$ cat src/rtl/pipe_hazard_ctrl_pkg.sv
// Shared types and constants for the pipeline stall/flush sequencer.
package pipe_hazard_ctrl_pkg;

  typedef enum logic {
    MEM_IDLE = 1'b0,
    MEM_WAIT = 1'b1
  } mem_fsm_t;

  // Control pair for one pipeline register.
  typedef struct packed {
    logic wen;
    logic clr;
  } stage_ctrl_t;

  localparam int NUM_STAGES  = 5;
  localparam int STG_IF1_IF2 = 0;
  localparam int STG_IF_ID   = 1;
  localparam int STG_ID_EXE  = 2;
  localparam int STG_EXE_MEM = 3;
  localparam int STG_MEM_WB  = 4;

  localparam stage_ctrl_t STAGE_RUN   = '{wen: 1'b1, clr: 1'b0};
  localparam stage_ctrl_t STAGE_RESET = '{wen: 1'b0, clr: 1'b1};

  // True when the ID operand is actually read and names the given register.
  function automatic logic reg_match(input logic uses, input logic [4:0] rs,
                                     input logic [4:0] rd);
    return uses && (rs == rd);
  endfunction

endpackage

$ cat src/rtl/pipe_hazard_ctrl_if.sv
// Bundle between the core datapath (master) and the hazard sequencer (slave).
//
// Handshakes: dmem_req_valid is held high until the cycle where dmem_ack is
// seen; that cycle completes the access and a new request may follow in the
// next cycle. imem_req_fire marks a fetch accepted by imem in this cycle and
// imem_rsp_valid marks one returned instruction; each pulse counts exactly once.
interface pipe_hazard_ctrl_if #(
  parameter int MAX_OUTSTANDING = 2,
  parameter int PERF_W          = 32
);
  import pipe_hazard_ctrl_pkg::*;

  localparam int CNT_W = $clog2(MAX_OUTSTANDING + 1);

  // Hazard inputs from the datapath
  logic [4:0]        id_rs1;
  logic [4:0]        id_rs2;
  logic              id_uses_rs1;
  logic              id_uses_rs2;
  logic [4:0]        ex_rd;
  logic              ex_mem_to_reg;
  logic              ex_redirect;
  logic              mem_req;
  logic              dmem_ack;
  logic              imem_req_fire;
  logic              imem_rsp_valid;

  // Pipeline control outputs
  logic              pc_wen;
  logic              if1_if2_wen, if_id_wen, id_exe_wen, exe_mem_wen, mem_wb_wen;
  logic              if1_if2_clr, if_id_clr, id_exe_clr, exe_mem_clr, mem_wb_clr;
  logic              dmem_req_valid;
  logic              imem_drop;
  logic [PERF_W-1:0] stall_cnt;

  // Debug visibility of internal state
  mem_fsm_t          mem_state;
  logic [CNT_W-1:0]  dbg_outstanding;
  logic [CNT_W-1:0]  dbg_drop_cnt;

  modport master (
    output id_rs1, id_rs2, id_uses_rs1, id_uses_rs2, ex_rd, ex_mem_to_reg,
           ex_redirect, mem_req, dmem_ack, imem_req_fire, imem_rsp_valid,
    input  pc_wen, if1_if2_wen, if_id_wen, id_exe_wen, exe_mem_wen, mem_wb_wen,
           if1_if2_clr, if_id_clr, id_exe_clr, exe_mem_clr, mem_wb_clr,
           dmem_req_valid, imem_drop, stall_cnt, mem_state, dbg_outstanding,
           dbg_drop_cnt
  );

  modport slave (
    input  id_rs1, id_rs2, id_uses_rs1, id_uses_rs2, ex_rd, ex_mem_to_reg,
           ex_redirect, mem_req, dmem_ack, imem_req_fire, imem_rsp_valid,
    output pc_wen, if1_if2_wen, if_id_wen, id_exe_wen, exe_mem_wen, mem_wb_wen,
           if1_if2_clr, if_id_clr, id_exe_clr, exe_mem_clr, mem_wb_clr,
           dmem_req_valid, imem_drop, stall_cnt, mem_state, dbg_outstanding,
           dbg_drop_cnt
  );

endinterface

$ cat src/rtl/pipe_hazard_ctrl_load_use_detect.sv
// Flags a load in EX whose destination is read by the instruction in ID.
module load_use_detect
  import pipe_hazard_ctrl_pkg::*;
(
  input  logic       ex_mem_to_reg,
  input  logic [4:0] ex_rd,
  input  logic [4:0] id_rs1,
  input  logic [4:0] id_rs2,
  input  logic       id_uses_rs1,
  input  logic       id_uses_rs2,
  output logic       hazard
);

  // x0 is never a real dependency, so a load targeting it cannot stall.
  always_comb begin
    hazard = ex_mem_to_reg && (ex_rd != 5'd0) &&
             (reg_match(id_uses_rs1, id_rs1, ex_rd) ||
              reg_match(id_uses_rs2, id_rs2, ex_rd));
  end

endmodule

$ cat src/rtl/pipe_hazard_ctrl.sv
// Central stall/flush sequencer for the 6-stage pipeline
// (IF1, IF2, ID, EX, MEM, WB). All control outputs are combinational from
// the current state and inputs; state advances on the rising clock edge.
module pipe_hazard_ctrl
  import pipe_hazard_ctrl_pkg::*;
#(
  parameter int MAX_OUTSTANDING = 2,
  parameter int PERF_W          = 32
) (
  input logic               clk,
  input logic               reset,
  pipe_hazard_ctrl_if.slave bus
);

  localparam int CNT_W = $clog2(MAX_OUTSTANDING + 1);
  localparam logic [CNT_W-1:0] CNT_MAX = CNT_W'(MAX_OUTSTANDING);

  mem_fsm_t          state;
  logic [CNT_W-1:0]  outstanding;
  logic [CNT_W-1:0]  outstanding_next;
  logic [CNT_W-1:0]  drop_cnt;
  logic [PERF_W-1:0] stall_cnt;

  logic        load_use;
  logic        mem_stall;
  logic        redirect_eff;
  logic        fetch_limit;
  logic        load_use_eff;
  logic        any_stall;
  logic        drop;
  stage_ctrl_t stage [NUM_STAGES];
  logic        pc_wen;

  load_use_detect u_load_use (
    .ex_mem_to_reg (bus.ex_mem_to_reg),
    .ex_rd         (bus.ex_rd),
    .id_rs1        (bus.id_rs1),
    .id_rs2        (bus.id_rs2),
    .id_uses_rs1   (bus.id_uses_rs1),
    .id_uses_rs2   (bus.id_uses_rs2),
    .hazard        (load_use)
  );

  // Resolve hazard conditions in priority order: memory wait, redirect,
  // fetch limit, load-use. A redirect seen during a memory stall is left
  // pending because EX is frozen and keeps presenting it.
  always_comb begin
    mem_stall    = !reset && !bus.dmem_ack &&
                   ((state == MEM_WAIT) || bus.mem_req);
    redirect_eff = !reset && !mem_stall && bus.ex_redirect;
    fetch_limit  = !reset && !mem_stall && !bus.ex_redirect &&
                   (outstanding == CNT_MAX) && !bus.imem_rsp_valid;
    load_use_eff = !reset && !mem_stall && !bus.ex_redirect && load_use;
    any_stall    = mem_stall || fetch_limit || load_use_eff;
    drop         = !reset && bus.imem_rsp_valid && (drop_cnt != '0);
  end

  // Build per-stage wen/clr and the PC enable from the resolved conditions.
  always_comb begin
    pc_wen = 1'b1;
    for (int i = 0; i < NUM_STAGES; i++) stage[i] = STAGE_RUN;
    if (reset) begin
      pc_wen = 1'b0;
      for (int i = 0; i < NUM_STAGES; i++) stage[i] = STAGE_RESET;
    end else if (mem_stall) begin
      // Freeze everything up to EX/MEM; WB receives a bubble.
      pc_wen = 1'b0;
      for (int i = 0; i < STG_MEM_WB; i++) stage[i].wen = 1'b0;
      stage[STG_MEM_WB].clr = 1'b1;
    end else if (redirect_eff) begin
      stage[STG_IF1_IF2].clr = 1'b1;
      stage[STG_IF_ID].clr   = 1'b1;
      stage[STG_ID_EXE].clr  = 1'b1;
    end else begin
      if (fetch_limit) begin
        pc_wen = 1'b0;
        stage[STG_IF1_IF2].clr = 1'b1;
      end
      if (load_use_eff) begin
        // Hold PC, IF1/IF2 and IF/ID; let the load advance past a bubble.
        pc_wen = 1'b0;
        stage[STG_IF1_IF2].wen = 1'b0;
        stage[STG_IF_ID].wen   = 1'b0;
        stage[STG_ID_EXE].clr  = 1'b1;
      end else if (drop) begin
        // A stale response must not land in IF/ID.
        stage[STG_IF_ID].clr = 1'b1;
      end
    end
  end

  // Next outstanding-fetch count, kept inside 0..MAX_OUTSTANDING.
  always_comb begin
    outstanding_next = outstanding;
    if (bus.imem_req_fire && !bus.imem_rsp_valid && (outstanding != CNT_MAX))
      outstanding_next = outstanding + 1'b1;
    else if (!bus.imem_req_fire && bus.imem_rsp_valid && (outstanding != '0))
      outstanding_next = outstanding - 1'b1;
  end

  // Data-memory handshake FSM.
  always_ff @(posedge clk) begin
    if (reset) begin
      state <= MEM_IDLE;
    end else begin
      case (state)
        MEM_IDLE: if (bus.mem_req && !bus.dmem_ack) state <= MEM_WAIT;
        MEM_WAIT: if (bus.dmem_ack) state <= MEM_IDLE;
        default:  state <= MEM_IDLE;
      endcase
    end
  end

  // Fetch tracking: a redirect marks every fetch still in flight as stale.
  always_ff @(posedge clk) begin
    if (reset) begin
      outstanding <= '0;
      drop_cnt    <= '0;
    end else begin
      outstanding <= outstanding_next;
      if (redirect_eff)
        drop_cnt <= outstanding_next;
      else if (drop)
        drop_cnt <= drop_cnt - 1'b1;
    end
  end

  // Saturating count of stalled cycles; redirect cycles are not stalls.
  always_ff @(posedge clk) begin
    if (reset)
      stall_cnt <= '0;
    else if (any_stall && (stall_cnt != '1))
      stall_cnt <= stall_cnt + 1'b1;
  end

  assign bus.pc_wen          = pc_wen;
  assign bus.if1_if2_wen     = stage[STG_IF1_IF2].wen;
  assign bus.if_id_wen       = stage[STG_IF_ID].wen;
  assign bus.id_exe_wen      = stage[STG_ID_EXE].wen;
  assign bus.exe_mem_wen     = stage[STG_EXE_MEM].wen;
  assign bus.mem_wb_wen      = stage[STG_MEM_WB].wen;
  assign bus.if1_if2_clr     = stage[STG_IF1_IF2].clr;
  assign bus.if_id_clr       = stage[STG_IF_ID].clr;
  assign bus.id_exe_clr      = stage[STG_ID_EXE].clr;
  assign bus.exe_mem_clr     = stage[STG_EXE_MEM].clr;
  assign bus.mem_wb_clr      = stage[STG_MEM_WB].clr;
  assign bus.dmem_req_valid  = !reset && ((state == MEM_WAIT) || bus.mem_req);
  assign bus.imem_drop       = drop;
  assign bus.stall_cnt       = stall_cnt;
  assign bus.mem_state       = state;
  assign bus.dbg_outstanding = outstanding;
  assign bus.dbg_drop_cnt    = drop_cnt;

endmodule

$ cat src/flat_wrapper.sv
// flat-port wrapper written by rule: the top's interface ports become plain ports
module pipe_hazard_ctrl_flat import pipe_hazard_ctrl_pkg::*;
#(
  parameter int MAX_OUTSTANDING = 2,
  parameter int PERF_W          = 32
)
  (clk, reset, bus_id_rs1, bus_id_rs2, bus_id_uses_rs1, bus_id_uses_rs2, bus_ex_rd, bus_ex_mem_to_reg, bus_ex_redirect, bus_mem_req, bus_dmem_ack, bus_imem_req_fire, bus_imem_rsp_valid, bus_pc_wen, bus_if1_if2_wen, bus_if_id_wen, bus_id_exe_wen, bus_exe_mem_wen, bus_mem_wb_wen, bus_if1_if2_clr, bus_if_id_clr, bus_id_exe_clr, bus_exe_mem_clr, bus_mem_wb_clr, bus_dmem_req_valid, bus_imem_drop, bus_stall_cnt, bus_mem_state, bus_dbg_outstanding, bus_dbg_drop_cnt);
  pipe_hazard_ctrl_if #(.MAX_OUTSTANDING(MAX_OUTSTANDING), .PERF_W(PERF_W)) bus_i ();
  input logic clk;
  input logic reset;
  input wire logic [$bits(bus_i.id_rs1)-1:0] bus_id_rs1;
  input wire logic [$bits(bus_i.id_rs2)-1:0] bus_id_rs2;
  input wire logic [$bits(bus_i.id_uses_rs1)-1:0] bus_id_uses_rs1;
  input wire logic [$bits(bus_i.id_uses_rs2)-1:0] bus_id_uses_rs2;
  input wire logic [$bits(bus_i.ex_rd)-1:0] bus_ex_rd;
  input wire logic [$bits(bus_i.ex_mem_to_reg)-1:0] bus_ex_mem_to_reg;
  input wire logic [$bits(bus_i.ex_redirect)-1:0] bus_ex_redirect;
  input wire logic [$bits(bus_i.mem_req)-1:0] bus_mem_req;
  input wire logic [$bits(bus_i.dmem_ack)-1:0] bus_dmem_ack;
  input wire logic [$bits(bus_i.imem_req_fire)-1:0] bus_imem_req_fire;
  input wire logic [$bits(bus_i.imem_rsp_valid)-1:0] bus_imem_rsp_valid;
  output wire logic [$bits(bus_i.pc_wen)-1:0] bus_pc_wen;
  output wire logic [$bits(bus_i.if1_if2_wen)-1:0] bus_if1_if2_wen;
  output wire logic [$bits(bus_i.if_id_wen)-1:0] bus_if_id_wen;
  output wire logic [$bits(bus_i.id_exe_wen)-1:0] bus_id_exe_wen;
  output wire logic [$bits(bus_i.exe_mem_wen)-1:0] bus_exe_mem_wen;
  output wire logic [$bits(bus_i.mem_wb_wen)-1:0] bus_mem_wb_wen;
  output wire logic [$bits(bus_i.if1_if2_clr)-1:0] bus_if1_if2_clr;
  output wire logic [$bits(bus_i.if_id_clr)-1:0] bus_if_id_clr;
  output wire logic [$bits(bus_i.id_exe_clr)-1:0] bus_id_exe_clr;
  output wire logic [$bits(bus_i.exe_mem_clr)-1:0] bus_exe_mem_clr;
  output wire logic [$bits(bus_i.mem_wb_clr)-1:0] bus_mem_wb_clr;
  output wire logic [$bits(bus_i.dmem_req_valid)-1:0] bus_dmem_req_valid;
  output wire logic [$bits(bus_i.imem_drop)-1:0] bus_imem_drop;
  output wire logic [$bits(bus_i.stall_cnt)-1:0] bus_stall_cnt;
  output wire logic [$bits(bus_i.mem_state)-1:0] bus_mem_state;
  output wire logic [$bits(bus_i.dbg_outstanding)-1:0] bus_dbg_outstanding;
  output wire logic [$bits(bus_i.dbg_drop_cnt)-1:0] bus_dbg_drop_cnt;
  assign bus_i.id_rs1 = bus_id_rs1;
  assign bus_i.id_rs2 = bus_id_rs2;
  assign bus_i.id_uses_rs1 = bus_id_uses_rs1;
  assign bus_i.id_uses_rs2 = bus_id_uses_rs2;
  assign bus_i.ex_rd = bus_ex_rd;
  assign bus_i.ex_mem_to_reg = bus_ex_mem_to_reg;
  assign bus_i.ex_redirect = bus_ex_redirect;
  assign bus_i.mem_req = bus_mem_req;
  assign bus_i.dmem_ack = bus_dmem_ack;
  assign bus_i.imem_req_fire = bus_imem_req_fire;
  assign bus_i.imem_rsp_valid = bus_imem_rsp_valid;
  assign bus_pc_wen = bus_i.pc_wen;
  assign bus_if1_if2_wen = bus_i.if1_if2_wen;
  assign bus_if_id_wen = bus_i.if_id_wen;
  assign bus_id_exe_wen = bus_i.id_exe_wen;
  assign bus_exe_mem_wen = bus_i.exe_mem_wen;
  assign bus_mem_wb_wen = bus_i.mem_wb_wen;
  assign bus_if1_if2_clr = bus_i.if1_if2_clr;
  assign bus_if_id_clr = bus_i.if_id_clr;
  assign bus_id_exe_clr = bus_i.id_exe_clr;
  assign bus_exe_mem_clr = bus_i.exe_mem_clr;
  assign bus_mem_wb_clr = bus_i.mem_wb_clr;
  assign bus_dmem_req_valid = bus_i.dmem_req_valid;
  assign bus_imem_drop = bus_i.imem_drop;
  assign bus_stall_cnt = bus_i.stall_cnt;
  assign bus_mem_state = bus_i.mem_state;
  assign bus_dbg_outstanding = bus_i.dbg_outstanding;
  assign bus_dbg_drop_cnt = bus_i.dbg_drop_cnt;
  pipe_hazard_ctrl #(.MAX_OUTSTANDING(MAX_OUTSTANDING), .PERF_W(PERF_W)) u_core (.clk(clk), .reset(reset), .bus(bus_i));
endmodule
$ cat config.mk
export PLATFORM = sky130hd
export DESIGN_NAME = pipe_hazard_ctrl_flat
export DESIGN_NICKNAME = d
export VERILOG_FILES = /design/src/rtl/pipe_hazard_ctrl_pkg.sv /design/src/rtl/pipe_hazard_ctrl_if.sv /design/src/rtl/pipe_hazard_ctrl_load_use_detect.sv /design/src/rtl/pipe_hazard_ctrl.sv /design/src/flat_wrapper.sv
export SDC_FILE = /design/constraint.sdc
export NUM_CORES = 1
export LEC_CHECK = 0
export CAP_MARGIN = 20
export CORE_MARGIN = 2
export CORE_UTILIZATION = 43
export DETAILED_ROUTE_END_ITERATION = 10
export PLACE_DENSITY = 0.75
export SLEW_MARGIN = 20
export SYNTH_ARGS = -nofsm -noshare
export SYNTH_HDL_FRONTEND = slang
export SYNTH_SLANG_ARGS = --single-unit
$ cat constraint.sdc
create_clock -name clk -period 2.3 [get_ports clk]
set_input_delay 0.23 -clock clk [delete_from_list [all_inputs] [get_ports clk]]
set_output_delay 0.23 -clock clk [all_outputs]
set_load 0.03 [all_outputs]
=== Word-level counts from Yosys, hierarchy flattened ===
Cells that the tools add are included.

* Bitwise operators: 1
* Equality and inequality tests: 5
* Add/subtract/negate cells: 4
* Muxes and demuxes: 30
* Reduce and logical (&&, ||, !) cells: 35

{| class="wikitable"
|+ Operators with widths
! operator !! number
|-
| 32-bit by 1-bit adder with 32-bit output, second input constant || 1
|-
| 32-bit inequality test, second input constant || 1
|-
| 1-bit 2-to-1 mux || 23
|-
| 1-bit logical AND || 21
|-
| 5-bit equality test || 2
|-
| 2-bit 2-to-1 mux || 5
|-
| 7-bit 2-to-1 mux || 1
|-
| 1-bit zero test || 6
|-
| 2-bit nonzero test || 3
|-
| 5-bit nonzero test || 1
|-
| 1-bit logical OR || 4
|-
| 2-bit by 1-bit subtractor with 2-bit output, second input constant || 2
|-
| 2-bit by 1-bit adder with 2-bit output, second input constant || 1
|-
| 2-bit equality test, second input constant || 1
|-
| 2-bit inequality test, second input constant || 1
|-
| 1-bit one-hot mux with 2 select lines || 1
|-
| 1-bit inverter || 1
|}

* Word-level logic and storage cells: 79
* Bits of input ports: 25
* Flip-flop bits (word level): 37
* Output and inout port bits: 50

=== Longest topological paths before layout ===
Gate-level depths: netlist (run 1).

* Depth after elaboration: 13
* Gate-level depth with buffers: 9
* Gate-level depth less buffers: 8

=== Cells and area by module ===
Synthesis (run 1) repeated with hierarchy kept, for this count alone.

* Cell total of the unflattened synthesis: 271
* Area, all modules: 2,167.1 um^2

{| class="wikitable"
|+ Modules (own cells, without submodules)
! module !! area each (um^2) !! sequential area each (um^2) !! instances !! cells each
|-
| pipe_hazard_ctrl || 2,033.2 || 740.7 || 1 || 254
|-
| load_use_detect || 133.9 || 0.0 || 1 || 17
|}

=== Worst setup path after synthesis (run 1) ===
Ideal clock, no wire load.

* Path kind: flip-flop to output port
* Start point: reg u_core.drop_cnt[0] (netlist: u_core.bus.dbg_drop_cnt[0])
* End point: out bus_if_id_clr
* Buffers on the path: 0
* Cell stages (with the launch flop): 6
* Required time: 2,070 ps
* Arrival time: 2,651 ps
* Slack: -581 ps
* Cell sequence: dfxtp_1 > inv_1 > ha_1 > nor3b_1 > a21oi_1 > o21ai_0

* Cells in the longest elaborated chain, start to end: 7

{| class="wikitable"
|+ Ends and longest elaborated chain
! what !! line !! text
|-
| from (decl) || pipe_hazard_ctrl.sv:21 || <nowiki>logic [CNT_W-1:0] drop_cnt;</nowiki>
|-
| from (signal assigned) || pipe_hazard_ctrl.sv:122 || <nowiki>drop_cnt <= outstanding_next;</nowiki>
|-
| from (signal assigned) || pipe_hazard_ctrl.sv:124 || <nowiki>drop_cnt <= drop_cnt - 1'b1;</nowiki>
|-
| 2-bit nonzero test || pipe_hazard_ctrl.sv:55 || <nowiki>drop = !reset && bus.imem_rsp_valid && (drop_cnt != '0);</nowiki>
|-
| 1-bit logical AND || pipe_hazard_ctrl.sv:55 ||
|-
| named net bus_imem_drop || flat_wrapper.sv:34 || <nowiki>output wire logic [$bits(bus_i.imem_drop)-1:0] bus_imem_drop;</nowiki>
|-
| 1-bit 2-to-1 mux || pipe_hazard_ctrl.sv:85 || <nowiki>end else if (drop) begin</nowiki>
|-
| 1-bit 2-to-1 mux || pipe_hazard_ctrl.sv:79 || <nowiki>if (load_use_eff) begin</nowiki>
|-
| 1-bit 2-to-1 mux || pipe_hazard_ctrl.sv:70 || <nowiki>end else if (redirect_eff) begin</nowiki>
|-
| 1-bit 2-to-1 mux || pipe_hazard_ctrl.sv:65 || <nowiki>end else if (mem_stall) begin</nowiki>
|-
| 7-bit 2-to-1 mux || pipe_hazard_ctrl.sv:62 || <nowiki>if (reset) begin</nowiki>
|-
| to (decl) || flat_wrapper.sv:29 || <nowiki>output wire logic [$bits(bus_i.if_id_clr)-1:0] bus_if_id_clr;</nowiki>
|}

The timed path passes the listed nets, and every way through them passes these cells.

=== Final worst setup path (run 1) ===
* Start point: in bus_ex_rd[0]
* End point: out bus_if_id_clr

* Cells in the longest elaborated chain, start to end: 9
* Elaborated cells between the ends (all ways): 13
* Those cells by class: 2 x eq/ne; 4 x mux; 7 x reduce/logical

{| class="wikitable"
|+ Ends and longest elaborated chain
! what !! line !! text
|-
| from (decl) || flat_wrapper.sv:15 || <nowiki>input wire logic [$bits(bus_i.ex_rd)-1:0] bus_ex_rd;</nowiki>
|-
| 5-bit equality test || pipe_hazard_ctrl_pkg.sv:28 || <nowiki>return uses && (rs == rd);</nowiki>
|-
| 1-bit logical AND || pipe_hazard_ctrl_pkg.sv:28 ||
|-
| 1-bit logical OR || pipe_hazard_ctrl_load_use_detect.sv:17 || <nowiki>(reg_match(id_uses_rs1, id_rs1, ex_rd) ||</nowiki>
|-
| 1-bit logical AND * || pipe_hazard_ctrl_load_use_detect.sv:16 || <nowiki>hazard = ex_mem_to_reg && (ex_rd != 5'd0) &&</nowiki>
|-
| 1-bit logical AND * || pipe_hazard_ctrl.sv:53 || <nowiki>load_use_eff = !reset && !mem_stall && !bus.ex_redirect && load_use;</nowiki>
|-
| 1-bit 2-to-1 mux * || pipe_hazard_ctrl.sv:79 ||
|-
| 1-bit 2-to-1 mux * || pipe_hazard_ctrl.sv:70 ||
|-
| 1-bit 2-to-1 mux * || pipe_hazard_ctrl.sv:65 ||
|-
| 7-bit 2-to-1 mux * || pipe_hazard_ctrl.sv:62 ||
|}

Every way passes the cells marked *; elsewhere a longest branch is shown, timed or not.

==> results of run 1 <==
## metal layers
layer / vias to the layer above / wire length (um) / share of wire, %
met5: - / 0 / 0
met4: 0 / 68 / 1.1
met3: 5 / 280 / 4.5
met2: 71 / 2980 / 48
met1: 1149 / 2850 / 46
li1: 1211 / - / -
## kinds of logic (layout without fill, tap and decap cells)
logic type,after synthesis,after routing,synth area share (%)
AOI/OAI and AO/OA,72,72,20.6
xor gates and xnor gates,12,12,4.48
adders and majority gates,4,4,2.13
buffers and inverters,30,114,7.41
DFF,37,37,31.6
muxes,6,6,3.14
and+or+nand+nor,118,118,30.7
## power by group
group	switching (W)	leakage, nW	internal (W)
Combinational	0.000185	0.790	0.000161
Clock	0.000263	0.0687	0.000437
Sequential	0.0000111	0.299	0.000653
## synthesized netlist by cell type (2+ instances only)
library cell,number
buf_4,3
inv_1,11
buf_6,6
nor4_2,4
and4_1,3
nand4_1,8
and3_1,6
nand3_1,10
clkbuf_1,4
or3_1,5
o31ai_1,20
xnor2_1,12
nor3_1,3
o311ai_1,3
buf_1,2
mux2_1,3
nor2b_1,7
ha_1,4
dfxtp_1,37
nor2_1,19
o21ai_0,5
or4_1,20
nor4_1,3
and2_1,5
o41ai_1,3
a21oi_2,3
nand2_1,16
o21ai_2,2
a21oi_1,27
buf_2,4
mux2_4,2
o21ai_1,4
## registers in the layout, summed over array words and instances (netlist names)
register / cells
u_core.bus.mem_state: 1
u_core.bus.dbg_outstanding: 2
u_core.bus.stall_cnt: 32
u_core.bus.dbg_drop_cnt: 2
## layout by cell type (no fill, tap or decap), types with 10 or more instances in the layout
cell,n
inv_1,11
clkdlybuf4s50_1,61
or4_1,19
nand3_1,10
buf_4,31
nand2_1,16
xnor2_1,12
nor2_1,16
a21oi_1,27
o31ai_1,20
dfxtp_1,37
## area by class of cell
| type | instances | area share [%] |
|---|---|---|
| Multi-Input combinational cell | 212 | 43.7 |
| Timing Repair Buffer | 95 | 26.4 |
| Sequential cell | 37 | 22.0 |
| Tap cell | 70 | 2.60 |
| Clock buffer | 5 | 2.04 |
| Clock inverter | 3 | 2.04 |
| Inverter | 11 | 1.23 |
## metrics by stage
stage | total power (W) | utilization [%] | setup WS (ps)
floorplan | 0.000882 | - | 46.2
global placement | 0.00101 | 61.5 | -128
detailed placement | 0.00102 | 61.5 | -203
CTS | 0.00172 | 64.2 | 5.45
global route | 0.00177 | 65.1 | 1.06
finish | 0.00171 | 65.1 | 115
## worst min-delay path by stage
stage	cells after the start	end	start	slack, ps
6_report	2	u_core.bus.stall_cnt[27]	u_core.bus.stall_cnt[27]	500
2_1_floorplan	2	u_core.bus.mem_state	bus_dmem_ack	420
4_1_cts	2	u_core.bus.stall_cnt[29]	u_core.bus.stall_cnt[29]	500
3_3_place_gp	2	u_core.bus.stall_cnt[27]	u_core.bus.stall_cnt[27]	480
5_1_grt	2	u_core.bus.stall_cnt[27]	u_core.bus.stall_cnt[27]	520
3_5_place_dp	2	u_core.bus.stall_cnt[29]	u_core.bus.stall_cnt[29]	480
## worst min-delay path, delay by kind of cell (launching register included)
kind	cells	cell delay [ps]
flip-flops	1	330
AO/OA/AOI/OAI	2	130
## repair_timing
item	in CTS	in global routing
hold buffers	0	0
buffers inserted	0	2
resized for setup	0	9
hold endpoints to repair	0	0
endpoints found under the setup margin	0	24
==> impl_metrics.toml, run 1 <==
[outcome]
status = "finished, final reports clean"

[worst_setup_path]
critPathMaxFanout = 3
reg2reg_slack_ps = 180
cp_num_cells = 7
crit_required_ps = 2070
crit_type = "in2out"
cp-startpoint = "bus_ex_rd[0]"
cp.arrival_ps = 1960
startpoint_type = "input pin"
r2r_end = "u_core.bus.stall_cnt[7]"
cp-end-kind = "output pin"
path_cells = "clkdlybuf4s50_1 > or4_4 > o21ai_4 > or2b_1 > a21oi_1 > o21ai_1 > buf_4"
r2r_cells = 8
critical_path.top_delay_family = "simple AND/OR/NAND/NOR gates"
r2r_start = "u_core.bus.dbg_outstanding[0]"
cpPeakStageDelay_ps = 550
cpMaxStageDelayCell = "or4_4"
crit_end = "bus_if_id_clr"
critical_path_buf_inv_count = 2

[place]
place_inst = 423
dpl_cell_area_um2 = 3180
port_buffers = 74
gp_congestion = 0.801
hpwlAfterDp_um = 4380

[yosys]
synth_area_um2 = 2350
avgSynthCellArea_um2 = 8.41
synth_top_area_share_pct = 31.6
synth_nets = 308
async_flop_share_pct = 0
ys.flop_type = "dfxtp_1"
yosysWarningCount = 0
synth_top_area_cell = "dfxtp_1"
ys_ff_latch = 37
netlist_instances = 279
synth_edf_count = 0
synthTopCellsByArea = "dfxtp_1 (32%), o31ai_1 (6.4%), or4_1 (6.4%)"
ys_types = 47
ys_seq_area_share_pct = 31.6

[grt]
grt_max_degree = 47
grtUsageMet2_pct = 35.1
grt-ovfl-total = 0
grt_use_met3_pct = 3.37
grt_pass1_wl_um = 10100
antenna_found_initial = 0
track_usage_pct = 20.0
grt_pass1_vias = 2264
use_met1_pct = 24.8
top_usage_layer = "met2"

[floorplan]
rows = 26
die_w_um = 77.9
coreArea_um2 = 5170
io_pins = 75
dieArea_um2 = 6070
dieHeight_um = 77.9
start_util_pct = 45.4

[timing]
rsz0062_at_grt = "no"
min_period_ps = 2190
tns_ps = 0
tightest_slew_ps = 391
max_slew_margin_pct = 73.8
hold_ws_ps = 501
finalSetupViolCount = 0
hold_viol = 0
skew_ps = 9.12
post-route-period-util_pct = 95.0
fmax_mhz = 458
final-max-slew-violation-count = 0

[layout]
fin_cells = 433
final_nets = 391
multi_input_area_um2 = 1470
drive_above_1_share_pct = 18.2
final-seq-area_um2 = 741
n_fill_cell = 442
area_delta_synth_final_pct = 43.4
final_cell_area_um2 = 3370
diodes = 0

[pwr]
p_leak_nw = 1.16
irDropWorstVdd_mv = 0.264
power_density_nw_per_um2 = 507

[clocking]
cts_tree = "built"
clk_path_buf_depth = 2
clk-insertion-delay-late_ps = 300
clock-root-buffer = "clkbuf_8"
path_clk_slew_ps = 80
cts_buffers = 5
cts.sinks = 37
htree_num_levels = 2

[routing]
routed_wl_um = 6180
wl_per_cell_um = 14.3
via_count = 2436
viasPerCell = 5.63
drt_iter0_drc = 94
ant_nets = 0
drc = 0
first_pass_iters = 4

[job]
cap_violations = 0

[worst_hold_path]
hp-class = "reg2reg"
No activity file was read; power rests on OpenSTA's default activity.
==> run 2: changes to the inputs <==
Settings changed: CORE_UTILIZATION 43 to 42, PLACE_DENSITY 0.75 to 0.77.
Clock period 2.3 ns to 1.8 ns, I/O delays scaled along.
==> impl_metrics.toml, run 2 (synthesis gave the netlist of run 1 again) <==
[layout]
diodes = 0
n_fill_cell = 278
drive_above_1_share_pct = 57.4
area_delta_synth_final_pct = 91.0
top_register = "u_core.bus.stall_cnt"
fin_cells = 511
layout_commonest_cell = "buf_4"
final_cell_mix = "buf_4 (89), clkdlybuf4s50_1 (45), dfxtp_4 (24)"
final_nets = 467
largest_reg_flops = 32

[place]
hpwlAfterDp_um = 5050
gp_congestion = 0.829
pre_cts_ws_ps = -694
port_buffers = 74
place_inst = 475

[pwr]
pwr-share-clk_pct = 35.4
power_frac_seq_pct = 37.7
p_leak_nw = 1.75
switching_share_pct = 29.8
power_density_nw_per_um2 = 487
irDropWorstVdd_mv = 0.312
intPower_w = 0.00153
combinationalPowerShare_pct = 26.9
switching_power_w = 0.000652

[floorplan]
coreArea_um2 = 5440
io_pins = 75
start_util_pct = 43.2
dieHeight_um = 78.8
die_w_um = 78.8
dieArea_um2 = 6200
rows = 27

[grt]
grt_max_degree = 34
antenna_found_initial = 0
grt_pass1_vias = 2914
track_usage_pct = 26.6
grt_pass1_wl_um = 13400
grt-ovfl-total = 0

[outcome]
violations = "negative setup slack"
status = "complete, but fails checks"

[worst_setup_path]
cp-end-kind = "flop"
crit_type = "reg2reg"
critPathMaxFanout = 13
crit_end = "u_core.bus.stall_cnt[5]"
r2r_cells = 9
crit_required_ps = 1950
r2r_start = "u_core.bus.dbg_outstanding[0]"
r2r_end = "u_core.bus.stall_cnt[5]"
cp.arrival_ps = 2180
cp-startpoint = "u_core.bus.dbg_outstanding[0]"
startpoint_type = "flop"
reg2reg_slack_ps = -230

[clocking]
clock-root-buffer = "clkbuf_8"
holdBufCountCts = 0
cts_tree = "built"
clk_path_buf_depth = 2
cts.sinks = 37
cts_buffers = 5
htree_num_levels = 2
path_clk_slew_ps = 80
clk-insertion-delay-late_ps = 300

[timing]
rsz0062_at_grt = "yes"
fmax_mhz = 492
max_slew_margin_pct = 71.5
tightest_slew_ps = 427
tns_ps = -3840
min_period_ps = 2030
skew_ps = 9.24
finalSetupViolCount = 33
hold_viol = 0
final-max-slew-violation-count = 0
post-route-period-util_pct = 113
worst_slack_ps = -231

[routing]
via_count = 2991
ant_nets = 0
first_pass_iters = 4
drt_iter0_drc = 247
drc = 0
viasPerCell = 5.85
wl_per_cell_um = 18.6
routed_wl_um = 9520

[job]
cap_violations = 0

[worst_hold_path]
hp-class = "reg2reg"
-- run 2: worst max-delay path: stages, from the launching register on --
cell and delay [ps]:
dfxtp_4 360, inv_4 60, ha_4 150, nand2b_4 80
a21oi_4 170, o221ai_4 190, buf_12 200, buf_4 170
o31ai_1 360, a21oi_1 140
-- run 2: worst min path at each step --
stage | start | to | slack, ps | depth (start not counted)
finish | u_core.bus.stall_cnt[18] | u_core.bus.stall_cnt[18] | 550 | 2
global route | u_core.bus.stall_cnt[18] | u_core.bus.stall_cnt[18] | 550 | 2
CTS | u_core.bus.stall_cnt[18] | u_core.bus.stall_cnt[18] | 530 | 2
detailed placement | u_core.bus.stall_cnt[18] | u_core.bus.stall_cnt[18] | 520 | 2
global placement | u_core.bus.stall_cnt[18] | u_core.bus.stall_cnt[18] | 510 | 2
floorplan | bus_imem_rsp_valid | u_core.bus.dbg_outstanding[1] | 380 | 3
-- run 2: what timing repair did --
| action | 4_1_cts | 5_1_grt |
|---|---|---|
| resized for setup | 59 | 75 |
| setup endpoints to repair | 37 | 39 |
| hold endpoints to repair | 0 | 0 |
| pin swaps | 42 | 36 |
| cloned | 2 | 0 |
| setup buffers | 18 | 12 |
-- run 2: layer usage --
layer	GRT usage [%]	wire, um
met5	0	0
met4	10.2	382
met3	6.25	534
met2	47.8	4980
met1	30.3	3620
-- run 2: through the flow --
stage	cell area [um^2]	hold WS, ps	power [W]	util, %
after floorplan	2640	377	0.00113	-
after detailed placement	3840	517	0.00133	70.7
after global placement	3840	512	0.00132	70.7
after global routing	4480	554	0.00226	82.4
after CTS	4250	530	0.00213	78.1
final	4480	547	0.00218	82.4
-- run 2: power groups by stage --
stage	Combinational [W]	Clock [W]	Sequential, W
2_1_floorplan	0.000255	0	0.000874
3_3_place_gp	0.000485	0	0.000838
3_5_place_dp	0.000495	0	0.000839
4_1_cts	0.000534	0.000772	0.000820
5_1_grt	0.000621	0.000812	0.000824
6_report	0.000587	0.000774	0.000823
-- run 2: cell type report --
| class | instances | area, um^2 | area share, % |
|---|---|---|---|
| clock inverter | 2 | 37.5 | 0.837 |
| multi-input combinational | 212 | 1890 | 42.1 |
| timing repair buffer | 171 | 1490 | 33.3 |
| sequential | 37 | 846 | 18.9 |
| inverter | 11 | 43.8 | 0.977 |
| tap | 72 | 90.1 | 2.01 |
| clock buffer | 6 | 82.6 | 1.84 |
